$ cat config.mk
export PLATFORM = sky130hd
export DESIGN_NAME = clint_timer
export DESIGN_NICKNAME = d
export VERILOG_FILES = /design/src/rtl/clint_timer.sv
export SDC_FILE = /design/constraint.sdc
export NUM_CORES = 1
export LEC_CHECK = 0
export CORE_MARGIN = 4
export CORE_UTILIZATION = 26
export CTS_CLUSTER_DIAMETER = 60
export DETAILED_ROUTE_END_ITERATION = 16
export PLACE_DENSITY = 0.43
export REMOVE_ABC_BUFFERS = 1
export SKIP_LAST_GASP = 1
export SYNTH_ARGS = -nofsm -noshare
export SYNTH_HDL_FRONTEND = slang
export SYNTH_SLANG_ARGS = --single-unit
$ cat constraint.sdc
create_clock -name clk -period 3.57 [get_ports clk]
set_input_delay 0.714 -clock clk [delete_from_list [all_inputs] [get_ports clk]]
set_output_delay 0.714 -clock clk [all_outputs]
set_load 0.02 [all_outputs]
$ cat src/rtl/clint_timer.sv
// Machine timer/interrupt source: 64-bit mtime/mtimecmp on a word bus, with a prescaled tick.
// Optional msip software-interrupt register is built only when CLINT_MSIP_EN is defined.
module clint_timer #(
  parameter int PRESCALE_DIV = 1
) (
  input  logic        clk,
  input  logic        rst_n,
  input  logic        halt,
  input  logic        bus_req,
  input  logic        bus_we,
  input  logic [15:0] bus_addr,
  input  logic [31:0] bus_wdata,
  output logic [31:0] bus_rdata,
  output logic        bus_ack,
  output logic        timer_int_raw,
  output logic        sw_int_raw
);

  localparam logic [15:0] PRESC_LAST = 16'(PRESCALE_DIV - 1);

  localparam logic [15:0] ADDR_MSIP    = 16'h0000;
  localparam logic [15:0] ADDR_CMP_LO  = 16'h4000;
  localparam logic [15:0] ADDR_CMP_HI  = 16'h4004;
  localparam logic [15:0] ADDR_TIME_LO = 16'hBFF8;
  localparam logic [15:0] ADDR_TIME_HI = 16'hBFFC;

  logic [15:0] r_presc;
  logic [63:0] r_mtime;
  logic [63:0] r_mtimecmp;
  logic        r_timer_int;
  logic        r_ack;
  logic [31:0] r_rdata;

  logic [15:0] w_addr;
  logic        w_wr;
  logic        w_rd;
  logic        w_tick;
  logic [63:0] w_mtime_inc;
  logic [31:0] w_msip_rd;
  logic [31:0] w_rd_data;

  // Byte lanes are ignored: the window is word-addressed.
  assign w_addr      = bus_addr & 16'hFFFC;
  assign w_wr        = bus_req & bus_we;
  assign w_rd        = bus_req & ~bus_we;
  assign w_tick      = ~halt & (r_presc == PRESC_LAST);
  assign w_mtime_inc = r_mtime + 64'd1;

  always_ff @(posedge clk or negedge rst_n) begin
    if (!rst_n) begin
      r_presc <= '0;
    end else if (!halt) begin
      r_presc <= w_tick ? 16'd0 : r_presc + 16'd1;
    end
  end

  // A half write takes priority over the tick; the tick in that cycle is dropped.
  always_ff @(posedge clk or negedge rst_n) begin
    if (!rst_n) begin
      r_mtime <= '0;
    end else if (w_wr && w_addr == ADDR_TIME_LO) begin
      r_mtime[31:0] <= bus_wdata;
    end else if (w_wr && w_addr == ADDR_TIME_HI) begin
      r_mtime[63:32] <= bus_wdata;
    end else if (w_tick) begin
      r_mtime <= w_mtime_inc;
    end
  end

  always_ff @(posedge clk or negedge rst_n) begin
    if (!rst_n) begin
      r_mtimecmp <= '1;
    end else if (w_wr && w_addr == ADDR_CMP_LO) begin
      r_mtimecmp[31:0] <= bus_wdata;
    end else if (w_wr && w_addr == ADDR_CMP_HI) begin
      r_mtimecmp[63:32] <= bus_wdata;
    end
  end

  always_ff @(posedge clk or negedge rst_n) begin
    if (!rst_n) begin
      r_timer_int <= 1'b0;
    end else begin
      r_timer_int <= (r_mtime >= r_mtimecmp);
    end
  end

`ifdef CLINT_MSIP_EN
  logic r_msip;

  always_ff @(posedge clk or negedge rst_n) begin
    if (!rst_n) begin
      r_msip <= 1'b0;
    end else if (w_wr && w_addr == ADDR_MSIP) begin
      r_msip <= bus_wdata[0];
    end
  end

  assign w_msip_rd  = {31'd0, r_msip};
  assign sw_int_raw = r_msip;
`else
  assign w_msip_rd  = 32'd0;
  assign sw_int_raw = 1'b0;
`endif

  always_comb begin
    w_rd_data = 32'd0;
    case (w_addr)
      ADDR_MSIP:    w_rd_data = w_msip_rd;
      ADDR_CMP_LO:  w_rd_data = r_mtimecmp[31:0];
      ADDR_CMP_HI:  w_rd_data = r_mtimecmp[63:32];
      ADDR_TIME_LO: w_rd_data = r_mtime[31:0];
      ADDR_TIME_HI: w_rd_data = r_mtime[63:32];
      default:      w_rd_data = 32'd0;
    endcase
  end

  // Every request is acked next cycle; rdata is non-zero only in a read's ack cycle.
  always_ff @(posedge clk or negedge rst_n) begin
    if (!rst_n) begin
      r_ack   <= 1'b0;
      r_rdata <= '0;
    end else begin
      r_ack   <= bus_req;
      r_rdata <= w_rd ? w_rd_data : 32'd0;
    end
  end

  assign bus_ack       = r_ack;
  assign bus_rdata     = r_rdata;
  assign timer_int_raw = r_timer_int;

endmodule

==> key figures <==
Final layout
  • Reg area: 0.004534 mm2
  • Area occupied by multi-input gates: 0.005650 mm2
  • Ant diodes: 0
  • Post-layout net count: 1313
  • Final Util: 31.54%
  • Area grow syn2layout: 20.26%
  • Share of layout cells above drive strength 1: 14.84%
  • # fillers: 4290

Clock network
  • Clk_lat worst skew: 0.45 ns
  • CTS tree: done
  • Post-CTS sizing: 0
  • Root Buffer: clkbuf_16
  • CTS Hold Bufs: 0
  • CTS H-tree depth: 4
  • Worst-case clock buffer depth: 2
  • CTS buffer count: 17
  • Number of setup buffers added after CTS: 0
  • Reg clk slew, reported paths: 0.07 ns
  • Clock sink total: 178

GRT
  • Largest net degree at the start of global routing: 68
  • GRT overflow: 0
  • Initial antenna violation count: 0
  • Tot GR Track Use: 15.21%
  • Vias in the first global route: 8653
  • First-pass GRT wire length: 52710 um

Power and ir drop
  • Sequential power share: 47.4%
  • LEAKAGE: 5.698 nW
  • Max VDD drop: 239.2 uV
  • Sw frac: 26.96%
  • Internal Dissipation: 3.336 mW
  • Combinational Power Share: 11.0%
  • Pwr per Cell Area: 355.4 mW/mm2
  • Clock power frac: 41.6%
  • Sw power: 1.231 mW

STA
  • Least-Margin Pin Slew: 0.9162 ns
  • FMAX: 333.6 MHz
  • Slew headroom: 38.81%
  • Clk_skew: 0.01298 ns
  • Final setup viols: 0
  • Final worst-path setup slack: 0.5726 ns
  • Hold Fails Final Rpt: 0
  • Fin. max-slew vios: 0
  • Worst hold slack: 0.2709 ns
  • Setup TNS: 0 ns
  • Final period util: 83.96%
  • RSZ-0062 raised after global routing: false
  • Final min period: 2.997 ns

Status
  • Status: completed

Floorplan
  • Die height: 210.7 um
  • Initial cell density of the core: 26.23%
  • Row count: 74
  • Ports: 88
  • DIE AREA: 0.04441 mm2
  • Core area: 0.04074 mm2
  • Die width: 210.7 um

Place
  • Pre-CTS worst setup slack: 0.09257 ns
  • GP Congestion: 0.7910
  • Detailed placement HPWL: 24670 um
  • IO Port Bufs: 84

Synthesis
  • Synth Flop Type: dfrtp_1
  • Async S/R FF share, synth: 100.0%
  • Syn Std Cell Area: 0.01069 mm2
  • Sequential share of the synthesized area: 42.43%
  • Syn_area_per_cell: 9.627 um2
  • Cell variety after synth: 68
  • Yosys synthesis warning count: 0
  • FF+latch count, synth: 178
  • Top-area cell type share of the netlist area: 26.69%
  • Top cell type by total area after synthesis: dfrtp_1
  • Post-synth EDFFs: 0
  • Synth top area cells: dfrtp_1 27%, dfstp_2 16%, ha_1 7.8%
  • Post-Syn Instances: 1110

Hold path
  • Worst Hold Class: in -> async

Critical path
  • CP arrival: 3.29 ns
  • Reg2reg setup slack: 0.85 ns
  • Worst r2r dst: r_mtime[52]
  • Crit path max-delay family: simple AND/OR/NAND/NOR gates
  • WP buf/inv: 2
  • Critical path class: in -> reg
  • Number of cells on the worst reg-to-reg path: 6
  • CP Max Fanout: 9
  • Worst r2r src: r_mtime[24]
  • Crit-path cells: clkdlybuf4s50_1 > nand4_1 > or4_1 > buf_4 > or3_1 > nand3_1 > o21a_1 > a21oi_1
  • Endpoint type of the worst setup path: flop
  • CP max stage delay: 0.72 ns
  • Crit-path slowest cell: or4_1
  • CP Data Required Time: 3.86 ns
  • Crit start category: input pin

Drt
  • Drt first pass iters: 5
  • Met2 wire len: 15670 um
  • Via count: 8625
  • DR WL met3: 1100 um
  • Drc violations: 0
  • Wire length per cell: 19.27 um
  • Post-DRT Antenna Nets: 0
  • Via/cell ratio: 4.963
  • Starting DRT DRC Count: 412
  • Post-Route WL: 33490 um
  • Top sig layer: met4
  • Metal1 wirelength: 16310 um

Run
  • Max_cap viols: 0
## cells in the final DEF (no fill, tap or decap), types with 22 or more instances in the layout
cell type and instances:
a21oi_1 53, and2_1 35, and3_1 25, buf_4 33, clkdlybuf4s50_1 82, dfrtp_1 114
dfstp_2 64, ha_1 67, inv_1 72, mux2_2 22, mux2i_1 62, nand2_1 118
nand3_1 38, nand4_1 39, nor2_1 31, o21ai_0 84, o22ai_1 36, xnor2_1 25
xor2_1 22
## state kept, by name, indices dropped and copies added (netlist names)
| name | count |
|---|---|
| r_mtime | 64 |
| r_mtimecmp | 64 |
| bus_rdata | 32 |
| r_presc | 16 |
| bus_ack | 1 |
| timer_int_raw | 1 |
## cells by family (layout without fill, tap and decap cells)
kind of cell / Yosys count / in the layout / share of synthesized area (%)
simple gates: 353 / 353 / 17.36
compound gates: 241 / 241 / 13.91
flops: 178 / 178 / 42.43
buf+inv: 128 / 224 / 4.894
mux: 95 / 95 / 9.671
fa+ha+maj: 67 / 67 / 7.844
xor+xnor: 47 / 47 / 3.852
other cells: 1 / 1 / 0.03509
## power by group through the flow
| stage | clock network (mW) | registers [mW] | logic (mW) |
|---|---|---|---|
| final | 1.90 | 2.17 | 0.503 |
| after CTS | 1.97 | 2.17 | 0.515 |
| after global placement | 0 | 2.20 | 0.506 |
| after floorplan | 0 | 2.18 | 0.234 |
| after detailed placement | 0 | 2.20 | 0.511 |
| after global routing | 2.04 | 2.18 | 0.560 |
## through the flow
stage	std cells	total power [mW]	cell area, um2
after global placement	1706	2.708	12280
after global routing	1738	4.783	12850
after CTS	1738	4.646	12850
after floorplan	1054	2.411	10430
after detailed placement	1706	2.710	12280
final	1738	4.568	12850
## metal layers
layer	vias up	GRT usage (%)
li1	4174	-
met4	0	3.510
met5	-	0
met1	4252	21.91
met3	26	2.094
met2	173	24.41
## final cells by class
class                   count  share of cell area (%)
clock buffers              28                   4.031
flip-flops and latches    178                   35.28
clock inverters             4                  0.3894
repair buffers            120                   9.045
inverters                  72                   2.103
well taps                 532                   5.180
multi-input cells         804                   43.97
## worst max-delay path by stage
stage | endpoint | startpoint | slack (ns) | depth (start not counted)
2_1_floorplan | r_mtimecmp[0] | bus_addr[6] | -0.63 | 5
3_3_place_gp | r_mtime[48] | bus_addr[4] | 0.11 | 8
3_5_place_dp | r_mtime[43] | bus_addr[4] | 0.09 | 8
4_1_cts | r_mtime[43] | bus_addr[4] | 0.58 | 8
5_1_grt | r_mtime[43] | bus_addr[4] | 0.47 | 8
6_report | r_mtime[43] | bus_addr[4] | 0.57 | 8
## cell usage after synthesis (4+ instances only)
master	n
inv_1	72
nor2_1	31
a311oi_1	12
and3_1	25
o21ai_1	7
ha_1	67
o21ai_0	84
a21oi_1	54
or3_1	4
nor4_1	10
buf_2	13
dfstp_2	64
nor2b_1	8
and4_1	12
and2_1	35
nand3_1	38
o211ai_1	4
nor3_1	11
mux2_2	22
buf_1	7
xor2_1	22
a41o_1	5
o22ai_1	36
nand4_1	39
dfrtp_1	114
a221oi_1	4
mux2_4	11
xnor2_1	25
clkbuf_1	32
mux2i_1	62
nand2_1	118
a211oi_1	5
a21o_1	4
No activity file was read; power rests on OpenSTA's default activity.
